`src/rtl/jtl_sched_pkg.sv`:
```
package jtl_sched_pkg;

  typedef enum logic [1:0] {
    ERR_NONE     = 2'd0,
    ERR_EARLY    = 2'd1,
    ERR_TIMEOUT  = 2'd2,
    ERR_SPURIOUS = 2'd3
  } err_code_e;

  // Timestamp width wide enough that the oldest live age can never alias.
  function automatic int unsigned ts_width(input int unsigned dly, input int unsigned slack);
    return $clog2(dly + slack + 2) + 1;
  endfunction

endpackage

```
`src/rtl/jtl_ts_fifo.sv`:
```
module jtl_ts_fifo #(
  parameter int unsigned DEPTH = 4,
  parameter int unsigned W     = 4
) (
  input  logic                     clk,
  input  logic                     rst_n,
  input  logic                     push,
  input  logic                     pop,
  input  logic [W-1:0]             din,
  output logic [W-1:0]             head,
  output logic [$clog2(DEPTH):0]   count
);

  localparam int unsigned AW = $clog2(DEPTH);

  logic [W-1:0]  mem [DEPTH];
  logic [AW-1:0] wr_ptr;
  logic [AW-1:0] rd_ptr;
  logic          do_push;
  logic          do_pop;

  always_comb begin
    do_pop  = pop && (count != '0);
    // Push while full is legal only when the head leaves in the same cycle.
    do_push = push && ((count != (AW+1)'(DEPTH)) || do_pop);
  end

  assign head = mem[rd_ptr];

  always_ff @(posedge clk) begin
    if (do_push) mem[wr_ptr] <= din;
  end

  always_ff @(posedge clk or negedge rst_n) begin
    if (!rst_n) begin
      wr_ptr <= '0;
      rd_ptr <= '0;
      count  <= '0;
    end else begin
      if (do_push) wr_ptr <= wr_ptr + 1'b1;
      if (do_pop)  rd_ptr <= rd_ptr + 1'b1;
      if (do_push && !do_pop)      count <= count + 1'b1;
      else if (!do_push && do_pop) count <= count - 1'b1;
    end
  end

endmodule

```
`src/rtl/jtl_line_scheduler.sv`:
```
module jtl_line_scheduler
  import jtl_sched_pkg::*;
#(
  parameter int unsigned N_REQ        = 4,
  parameter int unsigned CT_CYC       = 2,
  parameter int unsigned DLY_CYC      = 3,
  parameter int unsigned SLACK_CYC    = 2,
  parameter int unsigned MAX_INFLIGHT = 4,
  parameter int unsigned ERRCNT_W     = 8
) (
  input  logic                            clk,
  input  logic                            rst_n,
  input  logic [N_REQ-1:0]                req,
  output logic [N_REQ-1:0]                gnt,
  output logic                            line_tgl,
  input  logic                            line_ret_tgl,
  output logic [$clog2(MAX_INFLIGHT):0]   inflight,
  output logic                            err,
  output logic [1:0]                      err_code,
  input  logic                            err_clr,
  output logic [ERRCNT_W-1:0]             viol_cnt
);

  localparam int unsigned TS_W  = ts_width(DLY_CYC, SLACK_CYC);
  localparam int unsigned PTR_W = (N_REQ > 1) ? $clog2(N_REQ) : 1;
  localparam int unsigned HO_W  = (CT_CYC > 1) ? $clog2(CT_CYC) : 1;
  localparam int unsigned CNT_W = $clog2(MAX_INFLIGHT) + 1;
  localparam logic [TS_W-1:0] DLY_AGE = TS_W'(DLY_CYC);
  localparam logic [TS_W-1:0] TO_AGE  = TS_W'(DLY_CYC + SLACK_CYC + 1);

  logic [TS_W-1:0]  ts_cnt;
  logic [TS_W-1:0]  head_ts;
  logic [TS_W-1:0]  age;
  logic [PTR_W-1:0] rr_ptr;
  logic [PTR_W-1:0] grant_idx;
  logic [PTR_W:0]   scan;
  logic [N_REQ-1:0] grant_vec;
  logic [HO_W-1:0]  holdoff;
  logic             found;
  logic             grant_ok;
  logic             ret_q;
  logic             ret_edge;
  logic             nonempty;
  logic             timeout;
  logic             pop;
  logic             fault;
  err_code_e        fault_code;
  err_code_e        err_code_q;

  always_comb begin
    found     = 1'b0;
    grant_idx = rr_ptr;
    scan      = '0;
    grant_vec = '0;
    for (int unsigned k = 0; k < N_REQ; k++) begin
      scan = {1'b0, rr_ptr} + (PTR_W+1)'(k);
      if (scan >= (PTR_W+1)'(N_REQ)) scan = scan - (PTR_W+1)'(N_REQ);
      if (!found && req[scan[PTR_W-1:0]]) begin
        found     = 1'b1;
        grant_idx = scan[PTR_W-1:0];
      end
    end
    grant_ok = found && (holdoff == '0) && (inflight < CNT_W'(MAX_INFLIGHT)) && !err;
    if (grant_ok) grant_vec[grant_idx] = 1'b1;
  end

  always_comb begin
    ret_edge   = (line_ret_tgl != ret_q);
    nonempty   = (inflight != '0);
    age        = ts_cnt - head_ts;
    timeout    = nonempty && (age >= TO_AGE);
    // A return coinciding with a timeout retires that same head; it stays a TIMEOUT.
    pop        = nonempty && (timeout || ret_edge);
    fault      = 1'b0;
    fault_code = ERR_NONE;
    if (timeout) begin
      fault      = 1'b1;
      fault_code = ERR_TIMEOUT;
    end else if (ret_edge && !nonempty) begin
      fault      = 1'b1;
      fault_code = ERR_SPURIOUS;
    end else if (ret_edge && (age < DLY_AGE)) begin
      fault      = 1'b1;
      fault_code = ERR_EARLY;
    end
  end

  // Timestamp names the cycle in which gnt/line_tgl become visible.
  jtl_ts_fifo #(
    .DEPTH (MAX_INFLIGHT),
    .W     (TS_W)
  ) u_fifo (
    .clk   (clk),
    .rst_n (rst_n),
    .push  (grant_ok),
    .pop   (pop),
    .din   (ts_cnt + 1'b1),
    .head  (head_ts),
    .count (inflight)
  );

  assign err_code = err_code_q;

  always_ff @(posedge clk or negedge rst_n) begin
    if (!rst_n) begin
      ts_cnt     <= '0;
      ret_q      <= 1'b0;
      gnt        <= '0;
      line_tgl   <= 1'b0;
      holdoff    <= '0;
      rr_ptr     <= '0;
      err        <= 1'b0;
      err_code_q <= ERR_NONE;
      viol_cnt   <= '0;
    end else begin
      ts_cnt <= ts_cnt + 1'b1;
      ret_q  <= line_ret_tgl;
      gnt    <= grant_vec;
      if (grant_ok) begin
        line_tgl <= ~line_tgl;
        holdoff  <= HO_W'(CT_CYC - 1);
        rr_ptr   <= (grant_idx == PTR_W'(N_REQ - 1)) ? '0 : grant_idx + 1'b1;
      end else if (holdoff != '0) begin
        holdoff <= holdoff - 1'b1;
      end
      if (fault) begin
        err <= 1'b1;
        if (!err || err_clr) err_code_q <= fault_code;
        if (viol_cnt != '1) viol_cnt <= viol_cnt + 1'b1;
      end else if (err_clr) begin
        err        <= 1'b0;
        err_code_q <= ERR_NONE;
      end
    end
  end

endmodule

```
`config.mk`:
```
export PLATFORM = sky130hd
export DESIGN_NAME = jtl_line_scheduler
export DESIGN_NICKNAME = d
export VERILOG_FILES = /design/src/rtl/jtl_sched_pkg.sv /design/src/rtl/jtl_ts_fifo.sv /design/src/rtl/jtl_line_scheduler.sv
export SDC_FILE = /design/constraint.sdc
export NUM_CORES = 1
export LEC_CHECK = 0
export ABC_AREA = 1
export BUFFER_PORTS_ARGS = -buffer_cell sky130_fd_sc_hd__buf_2
export CELL_PAD_IN_SITES_DETAIL_PLACEMENT = 1
export CELL_PAD_IN_SITES_GLOBAL_PLACEMENT = 2
export CORE_UTILIZATION = 32
export CTS_CLUSTER_DIAMETER = 80
export DETAILED_ROUTE_END_ITERATION = 16
export GPL_ROUTABILITY_DRIVEN = 0
export PLACE_DENSITY_LB_ADDON = 0.1
export SLEW_MARGIN = 20
export SYNTH_ARGS = -nofsm -noshare
export SYNTH_HDL_FRONTEND = slang
export SYNTH_HIERARCHICAL = 1
export SYNTH_SLANG_ARGS = --single-unit
```
`constraint.sdc`:
```
create_clock -name clk -period 3 [get_ports clk]
set_clock_uncertainty 0.15 [all_clocks]
set_input_delay 0.6 -clock clk [delete_from_list [all_inputs] [get_ports clk]]
set_output_delay 0.6 -clock clk [all_outputs]
set_load 0.005 [all_outputs]
```
==> results of run 1 <==
cell usage in the layout, fill, tap and decap left out, types with 8 or more instances in the layout:
master,Yosys,layout
nand2_2,8,14
ha_1,14,12
nand3_1,29,28
buf_4,1,35
dfrtp_1,31,30
nand2_1,101,92
nor2_1,23,18
edfxtp_1,16,16
xnor2_1,8,8
buf_2,0,26
inv_1,41,35
state kept, by name, indices dropped and copies added, names as in the netlist, 2 cells and up:
signal and count:
rr_ptr 2, u_fifo/count 3, ts_cnt 4, err_code 2, u_fifo/mem 16, gnt 4
u_fifo/wr_ptr 2, u_fifo/rd_ptr 2, viol_cnt 8
routing by layer:
layer,vias up,share of wire
li1,1098,-
met1,1011,0.46
met2,16,0.51
met3,8,0.020
met4,0,0.010
met5,-,0
cell families after synthesis:
kind of cell / count (synthesis) / share of synthesized area
compound gates: 15 / 0.04393
flops: 47 / 0.4743
fa+ha+maj: 16 / 0.08125
buf+inv: 49 / 0.08314
simple gates: 167 / 0.2688
xor+xnor: 13 / 0.04866
metrics by stage:
step,setup TNS [ns],instance area [sq um]
CTS,-0.7611,3323
global route,-4.631,3451
global placement,-0.2915,3072
floorplan,-0.2983,2674
detailed placement,-0.4533,3072
finish,-0.7388,3451
power groups by stage:
stage	clock (uW)	combinational, uW	sequential, uW
global placement	0	2030	1040
finish	485	2530	1040
detailed placement	0	2070	1050
floorplan	0	1470	976
global route	523	2880	1070
CTS	503	2270	1040
critical path: stages (launching register included):
cell and delay [ns]:
dfrtp_1 0.41, inv_4 0.07, buf_12 0.13, nand2_4 0.04, o211ai_2 0.07, nand2_1 0.10
ha_2 0.17, inv_2 0.05, fa_2 0.55, nand2_1 0.06, nand2_1 0.07, nand2_2 0.06
nand2_1 0.05, nand2_1 0.05, inv_2 0.06, nor2_2 0.03, nand2_2 0.07, nand2_2 0.07
inv_2 0.07, ha_4 0.15, inv_4 0.04, fa_2 0.36, nand2_2 0.09, nand3_2 0.07
nand2_1 0.05, nand2_1 0.06
area by class of cell:
class | count | area share
Sequential cell | 47 | 0.3644
Timing Repair Buffer | 67 | 0.1396
Multi-Input combinational cell | 212 | 0.3756
Inverter | 44 | 0.05004
Clock buffer | 5 | 0.01994
Clock inverter | 3 | 0.01342
Tap cell | 102 | 0.03698
final timing paths:
kind	slack (ns)	to	depth (start not counted)
min	0.18	err_code[0]	1
min in group clk	0.29	ret_q	1
min reg2reg	0.33	line_tgl	1
max reg2reg	-0.23	u_fifo/count[2]	25
max	-0.23	u_fifo/count[2]	25
max in group asynchronous	1.98	u_fifo/rd_ptr[1]	1
timing repair:
action	in CTS	in global routing
setup endpoints to repair	18	31
setup buffers	14	6
pin swaps	12	13
gates resized for setup	13	22
cloned	0	1
==> out/qor.yml, run 1 <==
setup_path:
  r2r-start: "u_fifo/rd_ptr[0]"
  critPathKind: "reg -> reg"
  startpoint: "u_fifo/rd_ptr[0]"
  start_kind: "register"
  critPathMaxFanout: 6
  endpoint_kind: "register"
  cp_data_required_time_ns: 3.06
  worstPathArrival_ns: 3.29
grt:
  antenna_found_initial: 0
  use_met3: 0.02846
  grt_max_degree: 32
  grt_pass1_vias: 2282
  grt_overflow: 0
  top_usage_layer: "met2"
  met1_usage: 0.1978
  track_usage: 0.1572
  grt_pass1_wl_mm: 10.67
  use_met2: 0.2776
synthesis:
  netlist_area_sq_um: 2649
  synth_area_leaders: "dfrtp_1, edfxtp_1, nand2_1"
  ys_types: 27
  async_flop_share: 0.6596
  yosys-top-cells-count: "nand2_1, inv_1, dfrtp_1, nand3_1, nor2_1"
  synth_most_common_cell: "nand2_1"
  synth_top_area_cell: "dfrtp_1"
  synth_seq_cells: 47
  synthCells: 307
  yosys_warnings: 6
  synth_top_cell_area_share: 0.2929
  synth_edf_count: 16
  syn_area_per_cell_sq_um: 8.628
  seq_area_frac_synth: 0.4743
  syn_nets: 331
  ys.flop_type: "dfrtp_1"
clock_network:
  cts_buffer_depth: 2
  clk-insertion-delay-late_ns: 0.31
  cts_tree: "yes"
  cts.sinks: 47
  cts-hold-fix-buffers: 0
  cts.clk_slew.worst_paths_ns: 0.10
  cts-htree-levels: 2
  cts-root-buf: "clkbuf_8"
  numCtsBuffers: 5
die:
  start_util: 0.3375
  die_h_um: 92.98
  core_area_sq_um: 7848
  die_area_sq_um: 8645
  rows: 32
  io_pins: 27
  die_width_um: 92.98
timing:
  fin_crit_sh: 1.078
  rsz0062_at_grt: "yes"
  timing_hold_violations_final: 0
  fin_hold_ws_ns: 0.1817
  max_freq_ghz: 0.3093
  relSlewSlack: 0.5100
  worst_slack_ns: -0.2328
  setup_viol: 8
  worstMarginPinSlew_ns: 0.7349
  period_needed_ns: 3.233
  slew_violations: 0
finish:
  final_cells: 480
  drive_gt1_frac: 0.3254
  final_nets: 401
  multi_input_area_sq_um: 1296
  diodes: 0
  fillers: 954
  final-seq-area_sq_um: 1257
  area_growth_pct: 30.28
  finalCoreUtilization: 0.4397
placement:
  dp_slack_ns: -0.2492
  dp_hpwl_mm: 4.481
  place_inst: 454
  port_buffers: 26
pwr:
  p_sw_uw: 1798
  power_frac_clock: 0.120
  irDropWorstVdd_v: 0.0003434
  sequentialPowerShare: 0.256
  sw_frac_of_total: 0.4437
  power_frac_comb: 0.624
  intPower_uw: 2255
  p_per_area_nw_per_um2: 1174
  power.total_uw: 4053
  p_leak_uw: 0.001743
route:
  dr.pass1.iters: 3
  via_per_inst: 4.444
  num_vias: 2133
  first_iter_violations: 51
  wire_per_inst_um: 12.76
  ant_nets: 0
  drc: 0
  finalWirelength_mm: 6.123
status:
  violations: "setup timing"
  status: "finished, violations left"
min_path:
  hp-class: "in -> async"
flow_run:
  drv_cap: 0
Power figures use the tool's default switching activity.
==> run 2, diff against run 1 <==
--- a/config.mk
+++ b/config.mk
@@ -13,7 +13,7 @@
 export CTS_CLUSTER_DIAMETER = 80
 export DETAILED_ROUTE_END_ITERATION = 16
 export GPL_ROUTABILITY_DRIVEN = 0
-export PLACE_DENSITY_LB_ADDON = 0.1
+export PLACE_DENSITY = 0.74
 export SLEW_MARGIN = 20
 export SYNTH_ARGS = -nofsm -noshare
 export SYNTH_HDL_FRONTEND = slang
==> run 2 against run 1 <==
Net effect:
- the run still ends with setup timing left
- critical path depth is the same
- critical path type unchanged
- clock-buffer cell count is the same
- sequential share of layout area grew 2.1 points
- sequential power barely moved
- worst setup slack got worse by 0.019 ns
- register-to-register slack got worse by 0.02 ns
==> out/qor.yml, run 2 (synthesis results as in run 1) <==
timing:
  fin_crit_sh: 1.084  # +0.006323
  worst_slack_ns: -0.2518  # -0.01897 ns
  slew_violations: 0  # unchanged
  period_needed_ns: 3.252  # +0.01897 ns
  timing_hold_violations_final: 0  # unchanged
  max_freq_ghz: 0.3075  # -0.58%
  worstMarginPinSlew_ns: 0.7308  # -0.004116 ns
  setup_viol: 2  # -6
  relSlewSlack: 0.5128  # +0.002744
  rsz0062_at_grt: "yes"
status:
  status: "finished, violations left"
  violations: "setup timing"
setup_path:
  endpoint_kind: "register"
  cp_data_required_time_ns: 3.04  # -0.02 ns
  start_kind: "register"
  crit_top_cell: "nand2_1"
  critical_path.max_stage_delay_ns: 0.55  # about the same
  startpoint: "u_fifo/rd_ptr[0]"
  slowest_stage: "fa_2"
  worstPathArrival_ns: 3.30  # about the same
  critPathMaxFanout: 7  # +1
  r2r-start: "u_fifo/rd_ptr[0]"
  critPathKind: "reg -> reg"
route:
  wire_per_inst_um: 12.17  # -4.6%
  ant_nets: 0  # unchanged
  dr.pass1.iters: 4  # +1
  first_iter_violations: 51  # unchanged
  drc: 0  # unchanged
  num_vias: 2116  # -0.80%
  via_per_inst: 4.521  # +1.7%
  finalWirelength_mm: 5.696  # -7.0%
clock_network:
  clk-insertion-delay-late_ns: 0.30  # about the same
  cts.sinks: 47  # unchanged
  cts_buffer_depth: 2  # unchanged
  cts-htree-levels: 2  # unchanged
  numCtsBuffers: 5  # unchanged
  cts-root-buf: "clkbuf_8"
  cts.clk_slew.worst_paths_ns: 0.09  # about the same
  cts_tree: "yes"
die:
  die_width_um: 92.98  # unchanged
  die_area_sq_um: 8645  # unchanged
  core_area_sq_um: 7848  # unchanged
  rows: 32  # unchanged
  io_pins: 27  # unchanged
  start_util: 0.3375  # unchanged
  die_h_um: 92.98  # unchanged
finish:
  diodes: 0  # unchanged
  final_common_cell: "nand2_1"
  largest_reg_flops: 16  # unchanged
  area_growth_pct: 23.19
  drive_gt1_frac: 0.2951  # -0.03031
  final_cell_area_sq_um: 3263  # -5.4%
  final_cell_mix: "nand2_1, inv_1, dfrtp_1, nand3_1, buf_4"
  top_register: "u_fifo/mem"
  final_nets: 389  # -3.0%
  final_cells: 468  # -2.5%
  reg_top3: "u_fifo/mem (16), viol_cnt (8)"
pwr:
  power.total_uw: 3618  # -11%
  p_leak_uw: 0.001650  # -5.4%
  irDropWorstVdd_v: 0.0004310  # +26%
  p_per_area_nw_per_um2: 1109  # -5.6%
grt:
  grt_pass1_vias: 2086  # -8.6%
  grt_overflow: 0  # unchanged
  grt_max_degree: 32  # unchanged
  track_usage: 0.1426  # -0.01461
  antenna_found_initial: 0  # unchanged
  grt_pass1_wl_mm: 9.528  # -11%
min_path:
  hp-class: "in -> async"
placement:
  place_inst: 449  # -1.1%
  port_buffers: 26  # unchanged
  dp_hpwl_mm: 4.303  # -4.0%
  place_area_sq_um: 3034  # -1.2%
  dp_slack_ns: -0.2735  # -0.02430 ns
flow_run:
  drv_cap: 0  # unchanged
[run 2: per-layer routing]
layer  track usage  wire length, um
met5             0                0
met1        0.1739             2589
met2        0.2500             2901
met3       0.02520              112
met4       0.05385               92
[run 2: final timing paths]
check	end	slack (ns)	cells past startpoint
min in group clk	ret_q	0.29	1
max in group asynchronous	u_fifo/rd_ptr[1]	1.99	1
min	ts_cnt[3]	0.20	1
max reg2reg	u_fifo/count[2]	-0.25	25
min reg2reg	line_tgl	0.33	1
max	u_fifo/count[2]	-0.25	25
[run 2: stage by stage]
stage / setup TNS (ns) / util / hold WS (ns)
floorplan: -0.2983 / - / 0.1544
CTS: -0.3324 / 0.4083 / 0.2182
global route: -2.284 / 0.4158 / 0.2589
finish: -0.4264 / 0.4158 / 0.1961
detailed placement: -0.6861 / 0.3866 / 0.3077
global placement: -0.3282 / 0.3866 / 0.3073
[run 2: worst max-delay path: cells and delay by family, from the launching register on]
family                   cells  cell delay (ns)
AND/OR/NAND/NOR             14             0.90
flip-flops                   1             0.42
AO/OA/AOI/OAI                1             0.07
adder cells (fa/ha/maj)      4             1.22
buffers and inverters        6             0.39
[run 2: cell type report]
class	count	area [sq um]
inverter	44	170.2
sequential	47	1257
clock inverter	3	15.01
fill	943	4584
timing repair buffer	56	375.4
tap	102	127.6
clock buffer	5	68.82
multi-input combinational	211	1249
[run 2: power breakdown]
part / leakage (uW) / internal [uW] / switching (uW) / total [uW]
sequential: 0.000534 / 838 / 196 / 1030
clock: 0.0000392 / 159 / 216 / 374
combinational: 0.00108 / 983 / 1230 / 2210
total: 0.00165 / 1980 / 1640 / 3620
[run 2: timing repair]
item | in CTS | in global routing
hold buffers | 0 | 0
buffers inserted | 8 | 5
pin swaps | 3 | 12
gates resized for setup | 11 | 11
endpoints found under the setup margin | 18 | 20
